==> src/rtl/decoder_pkg.sv <==
// decoder_pkg: mode encodings and one-hot helpers shared by the decoder_scan block.
// Pure constants/functions; no latency, no flow control.
package decoder_pkg;

   localparam logic MODE_DIRECT = 1'b0;
   localparam logic MODE_SCAN   = 1'b1;

   // Widest supported address; onehot() is sized for it and callers truncate.
   localparam int MAX_ADDR_W = 8;
   localparam int ONEHOT_MAX = 1 << MAX_ADDR_W;

   function automatic int nout(input int aw);
      return 1 << aw;
   endfunction

   function automatic logic [ONEHOT_MAX-1:0] onehot(input logic [MAX_ADDR_W-1:0] i);
      logic [ONEHOT_MAX-1:0] v;
      v    = '0;
      v[i] = 1'b1;
      return v;
   endfunction

endpackage

==> src/rtl/decoder_scan_prescaler.sv <==
// scan_prescaler: counts 0..div, tick while cnt >= div; clear wins over enable.
// Tick is combinational from the registered count; no backpressure, holds when disabled.
module scan_prescaler #(
   parameter int DIV_W = 8
) (
   input  logic             clk,
   input  logic             rst_n,
   input  logic             i_clr,
   input  logic             i_en,
   input  logic [DIV_W-1:0] i_div,
   output logic             o_tick
);

   logic [DIV_W-1:0] r_cnt;

   // >= rather than == so a div lowered below the running count steps immediately.
   assign o_tick = i_en && (r_cnt >= i_div);

   always_ff @(posedge clk or negedge rst_n) begin
      if (!rst_n) begin
         r_cnt <= '0;
      end else if (i_clr) begin
         r_cnt <= '0;
      end else if (i_en) begin
         r_cnt <= o_tick ? '0 : r_cnt + DIV_W'(1);
      end
   end

endmodule

==> src/rtl/decoder_scan.sv <==
// decoder_scan: registered N-to-2^N one-hot decoder with round-robin auto-scan, 1-cycle latency.
// No backpressure; enable=0 blanks outputs and freezes scan. Optional DECODER_SCAN_BLANK_EN adds step dead time.
module decoder_scan
   import decoder_pkg::*;
#(
   parameter int ADDR_W = 2,
   parameter int DIV_W  = 8
) (
   input  logic                    clk,
   input  logic                    rst_n,
   input  logic                    enable,
   input  logic                    mode,
   input  logic [ADDR_W-1:0]       address,
   input  logic [DIV_W-1:0]        div,
   output logic [nout(ADDR_W)-1:0] out,
   output logic [ADDR_W-1:0]       idx,
   output logic                    wrap
);

   localparam int NOUT = nout(ADDR_W);

   logic              r_en_q;
   logic [ADDR_W-1:0] r_idx;
   logic [NOUT-1:0]   r_out;
   logic              r_wrap;

   logic              w_tick;
   logic              w_scan_run;
   logic              w_clr;
   logic              w_blank;
   logic              w_wrap_nxt;
   logic [ADDR_W-1:0] w_idx_nxt;
   logic [NOUT-1:0]   w_out_nxt;

   // Scan stepping waits one cycle after re-enable so the held index is shown before moving on.
   assign w_scan_run = enable && (mode == MODE_SCAN) && r_en_q;
   assign w_clr      = enable && (mode == MODE_DIRECT);

   scan_prescaler #(.DIV_W(DIV_W)) u_prescaler (
      .clk    (clk),
      .rst_n  (rst_n),
      .i_clr  (w_clr),
      .i_en   (w_scan_run),
      .i_div  (div),
      .o_tick (w_tick)
   );

`ifdef DECODER_SCAN_BLANK_EN
   assign w_blank = w_tick && (div != '0);
`else
   assign w_blank = 1'b0;
`endif

   assign w_wrap_nxt = w_tick && (r_idx == ADDR_W'(NOUT - 1));

   always_comb begin
      w_idx_nxt = r_idx;
      if (enable) begin
         if (mode == MODE_DIRECT) begin
            w_idx_nxt = address;
         end else if (w_tick) begin
            w_idx_nxt = r_idx + ADDR_W'(1);
         end
      end
      w_out_nxt = '0;
      if (enable && !w_blank) begin
         w_out_nxt = NOUT'(onehot(MAX_ADDR_W'(w_idx_nxt)));
      end
   end

   always_ff @(posedge clk or negedge rst_n) begin
      if (!rst_n) begin
         r_en_q <= 1'b0;
         r_idx  <= '0;
         r_out  <= '0;
         r_wrap <= 1'b0;
      end else begin
         r_en_q <= enable;
         r_idx  <= w_idx_nxt;
         r_out  <= w_out_nxt;
         r_wrap <= w_wrap_nxt;
      end
   end

   assign out  = r_out;
   assign idx  = r_idx;
   assign wrap = r_wrap;

endmodule

==> config.mk <==
export PLATFORM = sky130hd
export DESIGN_NAME = decoder_scan
export DESIGN_NICKNAME = d
export VERILOG_FILES = /design/src/rtl/decoder_pkg.sv /design/src/rtl/decoder_scan_prescaler.sv /design/src/rtl/decoder_scan.sv
export SDC_FILE = /design/constraint.sdc
export NUM_CORES = 1
export LEC_CHECK = 0
export ABC_AREA = 1
export CAP_MARGIN = 10
export CORE_UTILIZATION = 54
export DETAILED_ROUTE_END_ITERATION = 8
export PLACE_DENSITY = 0.94
export SETUP_SLACK_MARGIN = 0.4
export SYNTH_ARGS = -nofsm -noshare
export SYNTH_HDL_FRONTEND = slang
export SYNTH_SLANG_ARGS = --single-unit
==> constraint.sdc <==
create_clock -name clk -period 3.5 [get_ports clk]
set_input_delay 0.525 -clock clk [delete_from_list [all_inputs] [get_ports clk]]
set_output_delay 0.525 -clock clk [all_outputs]
set_load 0.01 [all_outputs]
# Yosys cells after proc, flatten, opt, wreduce, memory -nomap -nowiden
# Cells that the tools add are included.
[word_totals] register_bits=16 wordCells=28 out_inout_bits=7 inputBits=14
[op_classes] n_bitwise=1 muxes=9 reduce_logical=7 order_cmp=3 add_sub_neg=2 n_eq_ne=1
[ops] operator="$mux W8" count=3
[ops] operator="$lt A2 B9 Y1 const B" count=1
[ops] operator="$add A8 B1 Y8 const B" count=1
[ops] operator="$ge A8 B8 Y1" count=1
[ops] operator="$logic_and A1 B1 Y1" count=6
[ops] operator="$mux W2" count=3
[ops] operator="$mux W4" count=1
[ops] operator="$add A2 B1 Y2 const B" count=1
[ops] operator="$demux W1 S2" count=1
[ops] operator="$eq A2 B2 Y1 const B" count=1
[ops] operator="$ge A2 B1 Y1 const B" count=1
[ops] operator="$reduce_bool A2 Y1" count=1
[ops] operator="$mux W1" count=1
[ops] operator="$not A1 Y1" count=1

# Logic depth before layout (Yosys ltp)
[logic_depth] depth_word=11 depth_mapped=15

# Cells and area by module
# Synthesis repeated with hierarchy kept, for this count alone.
[unflattened] hier_cells=145 hier_area_um2=1062.3
[by_module_without_submodules] module="scan_prescaler" seq_area_each_um2=200.2 cells_per_inst=99 n_inst=1 area_per_inst_um2=680.7
[by_module_without_submodules] module="decoder_scan" seq_area_each_um2=200.2 cells_per_inst=46 n_inst=1 area_per_inst_um2=381.6

# Least setup slack after synthesis
# No wires, ideal clock.
[synth_path] path_kind="input-to-reg" from="input div[7]" to="register r_out[3], in the netlist out[3]" setup_ns=0.120 required_ns=3.380 path_stages=11 slack_ns=1.809 n_path_buf=0 t_arrival_ns=1.571 cell_sequence="inv_1 > ha_1 > a21o_1 > nor2_2 > nand3_2 > nand2_4 > nand2_2 > nand3_1 > nand2_1 > nand2_1 > nor2_1"
[synth_between] elab_chain_len=10 word_cells_on_any_way=11
[synth_rtl] element="start, declared" line_no="decoder_scan.sv:14" source="input logic [DIV_W-1:0] div,"
[synth_rtl] element="$ge A8 B8 Y1 *" line_no="decoder_scan_prescaler.sv:17" source="assign o_tick = i_en && (r_cnt >= i_div);"
[synth_rtl] element="$logic_and A1 B1 Y1 *" line_no="decoder_scan_prescaler.sv:17"
[synth_rtl] element="$mux W2 *" line_no="decoder_scan.sv:61" source="end else if (w_tick) begin"
[synth_rtl] element="$mux W2 *" line_no="decoder_scan.sv:59" source="if (mode == MODE_DIRECT) begin"
[synth_rtl] element="$mux W2 *" line_no="decoder_scan.sv:58" source="if (enable) begin"
[synth_rtl] element="$lt A2 B9 Y1 (not written as such) or $ge A2 B1 Y1 (tied branches)" line_no="decoder_pkg.sv:19" source="v[i] = 1'b1;"
[synth_rtl] element="$logic_and A1 B1 Y1 (not written as such)" line_no="decoder_pkg.sv:19"
[synth_rtl] element="$mux W1 (not written as such)" line_no="decoder_pkg.sv:19"
[synth_rtl] element="$demux W1 S2 *" line_no="decoder_pkg.sv:19"
[synth_rtl] element="$mux W4 *" line_no="decoder_scan.sv:66" source="if (enable && !w_blank) begin"
[synth_rtl] element="named net w_out_nxt[3]" line_no="decoder_scan.sv:33" source="logic [NOUT-1:0] w_out_nxt;"
[synth_rtl] element="end signal, assigned" line_no="decoder_scan.sv:80" source="r_out <= w_out_nxt;"
[synth_rtl] element="end, declared" line_no="decoder_scan.sv:24" source="logic [NOUT-1:0] r_out;"
# The timed path passes the listed nets; every way through them passes the cells marked *.
# A chain may end at the register's enable or synchronous reset.

# Worst setup path in the final report
[layout_path] from="input div[7]" to="register u_prescaler.r_cnt[0]"
[layout_between] elab_chain_len=5
[layout_rtl] element="$ge A8 B8 Y1" line_no="decoder_scan_prescaler.sv:17"
[layout_rtl] element="$logic_and A1 B1 Y1" line_no="decoder_scan_prescaler.sv:17"
[layout_rtl] element="$mux W8" line_no="decoder_scan_prescaler.sv:25" source="r_cnt <= o_tick ? '0 : r_cnt + DIV_W'(1);"
[layout_rtl] element="$mux W8" line_no="decoder_scan_prescaler.sv:24" source="end else if (i_en) begin"
[layout_rtl] element="$mux W8" line_no="decoder_scan_prescaler.sv:22" source="end else if (i_clr) begin"
[layout_rtl] element="end signal, assigned" line_no="decoder_scan_prescaler.sv:25"
[layout_rtl] element="end, declared" line_no="decoder_scan_prescaler.sv:14" source="logic [DIV_W-1:0] r_cnt;"
# No other way between the ends. The select of a mux whose other input is x is not followed.

==> results by group <==
Status
  • Status: complete, no violations

Synthesis
  • Syn Inst Count: roughly 120
  • Synth warnings: 0
  • Post-synthesis register bit count: 16
  • Distinct cells, synth: 22
  • Top FF cell, synth: dfrtp_1
  • List of most frequent post-synthesis cells: 25 x inv_1, 19 x nand2_1, 16 x dfrtp_1
  • Asr flop ratio synth: 100%
  • Most frequent cell after synthesis: inv_1
  • Sequential-to-total area share from yosys stat: between 30 and 40%
  • EDFF count, synth: 0
  • Synth Area per Inst: 8.36 sq um
  • Synth top area share: 39.3%
  • Area contributors post-synth: dfrtp_1 39%, ha_1 12%, inv_1 9.2%
  • Syn_nets: 146
  • Post-synth top area cell: dfrtp_1
  • Syn Std Cell Area: between 0.001 and 0.0015 sq mm

Timing
  • Fin crit share: between 50% and 60%
  • Final hold vios: 0
  • Clk_skew: 0.00164 ns
  • Final setup fails: 0
  • Final period demand of the worst path: 1.98 ns
  • Total negative slack: 0 ns
  • RSZ-0062 raised after global routing: false
  • Fmax: a little over 500 MHz
  • Worst-margin pin slew: a little over 0.7 ns
  • Slew HR: a little over half
  • Max Slew Vio Count: 0

Worst hold path
  • Hold/Removal Path Class: flop to flop

Drt
  • First drt pass iteration count: 4
  • Post-DR vias/cell: 4.99
  • WL/cell: ~11 um
  • Vias: ~850
  • Drt total wl: roughly 1800 um
  • DR DRC count: 0
  • Final ANT Viol Nets: 0
  • Initial drt markers: 14

Global route
  • GRT Total Usage: about a fifth
  • Global-route wire length before repair: approximately 3000 um
  • Met2 Usage GRT: just under 40%
  • Initial antenna violation count: 0
  • Pin count of the biggest net entering global routing: 17
  • M3 GR Usage: 2.38%
  • Met1 usage: ~22%
  • GR Overflow Total: 0
  • Vias in the first global route: approximately 780
  • Grt peak-use layer: met2

Clock tree
  • CTS tree: done
  • Clock sinks: 16
  • Clock Path Buffers: 2
  • CTS buffer count: 3
  • H-tree levels: 1
  • Clk_lat worst skew: roughly 0.29 ns
  • Post-CTS Setup Inserts: 0
  • Cts hold-fix bufs: 0
  • Root buffer cell: clkbuf_4
  • CTS-repair resized insts: 0
  • Clock transition at path regs: about 0.090 ns

Worst setup path
  • Reg2Reg Setup Slack: 1.85 ns
  • Max FO, Critical Path: 6
  • Crit start category: input port
  • CP required: between 3 and 4 ns
  • Worst Reg-to-Reg Cells: 8
  • CP most frequent cell: inv_1
  • Critical R2R Launch: u_prescaler.r_cnt[5]
  • Max stage delay on crit path: between 0.4 and 0.5 ns
  • Critical R2R Capture: u_prescaler.r_cnt[0]
  • Crit-path cells: clkdlybuf4s50_1 -> inv_1 -> ha_1 -> a21o_1 -> nor2_2 -> nand3_2 -> inv_1 -> nand2_1 -> o21ai_0
  • Crit path to: u_prescaler.r_cnt[0]
  • Worst setup path start: div[7]
  • WP data arrival: about 2.2 ns
  • Critical path type: input port to flop
  • Slowest cell on crit path: clkdlybuf4s50_1
  • CP Capture Type: flop

Power and ir drop
  • P_leak: approximately 0.68 nW
  • Cell Pwr Density: 328 mW/mm^2
  • Maximum VDD drop: between 200 and 300 uV

Floorplan
  • IO Pins: 21
  • Die W: ~45 um
  • Initial Util: about three fifths
  • FP Rows: 15
  • Core area: 0.00175 sq mm
  • Die ar.: slightly above 0.002 sq mm
  • Die H: 45.5 um

Cells and area
  • Fin nets: ~170
  • Fillers: 152
  • Area taken by flip-flops and latches: between 400 and 500 sq um
  • Post-layout utilization of the core: approximately three quarters
  • Layout cell share with drive strength beyond 1: a little over an eighth
  • Footprint of the multi-input gates: ~510 sq um
  • Area grow syn2layout: 26.3%
  • Antenna diodes: 0

Place
  • Dpl hpwl: about 1500 um
  • Port bufs: 20
  • Routability cong.: around 0.73

Job
  • Max-cap viol count: 0
## state kept, by name, summed over array words and instances (netlist names)
name and flops:
u_prescaler.r_cnt 8, out 4, idx 2, r_en_q 1, wrap 1
## worst max-delay path: cells and delay by family
kind	cells	cell delay (ns)
AO/OA/AOI/OAI	2	0.38
adder cells (fa/ha/maj)	1	0.29
buffers and inverters	3	0.60
AND/OR/NAND/NOR	3	0.38
## worst min-delay path by stage
stage / from / end / depth (start not counted)
3_5_place_dp: u_prescaler.r_cnt[0] / u_prescaler.r_cnt[0] / 1
3_3_place_gp: u_prescaler.r_cnt[0] / u_prescaler.r_cnt[0] / 1
5_1_grt: u_prescaler.r_cnt[0] / u_prescaler.r_cnt[0] / 1
6_report: u_prescaler.r_cnt[0] / u_prescaler.r_cnt[0] / 1
4_1_cts: u_prescaler.r_cnt[0] / u_prescaler.r_cnt[0] / 1
2_1_floorplan: rst_n / idx[0] / 0
## area by class of cell
cell class	instances	area share, %
clock buffers	4	2.82
inverters	29	8.45
flip-flops and latches	16	31.1
well taps	25	2.43
repair buffers	20	15.5
multi-input cells	77	39.7
## per-stage QoR
stage	hold WS (ns)	total power, mW	worst slack, ns	std cells	cell area (sq um)
2_1_floorplan	0.229	0.260	1.81	122	1020
3_3_place_gp	0.537	0.302	1.24	167	1250
3_5_place_dp	0.549	0.306	1.20	167	1250
4_1_cts	0.565	0.428	1.50	171	1290
5_1_grt	0.580	0.448	1.38	171	1290
6_report	0.554	0.423	1.52	171	1290
## logic make-up after synthesis
group / count (synthesis) / synth area share (%)
AND/OR/NAND/NOR: 48 / 25.4
buffers and inverters: 29 / 10.7
flip-flops: 16 / 39.3
AO/OA/AOI/OAI: 14 / 8.10
adder cells (fa/ha/maj): 10 / 12.3
XOR/XNOR: 5 / 4.29
## routing by layer
layer	vias up	part of all wire, %
li1	434	-
met2	24	52
met4	0	2.6
met5	-	0
met3	4	4.6
met1	391	40
## power breakdown
part,switching [mW],leakage (nW),internal [mW],total [mW]
Sequential,0.00954,0.215,0.196,0.206
Clock,0.0585,0.0210,0.0634,0.122
Combinational,0.0479,0.442,0.0472,0.0951
Total,0.116,0.678,0.307,0.423
## placed cells by master, fill, tap and decap left out, drive strengths merged
cell type       n
inv            29
nand2          21
clkdlybuf4s50  20
dfrtp          16
nor2           13
ha             10
nand3           9
o22ai           5
a21oi           4
xor2            4
clkbuf          4
o21ai           3
nor3            2
nand3b          2
a21o            1
nand4           1
a22o            1
xnor2           1
No activity file was read; power rests on OpenSTA's default activity.
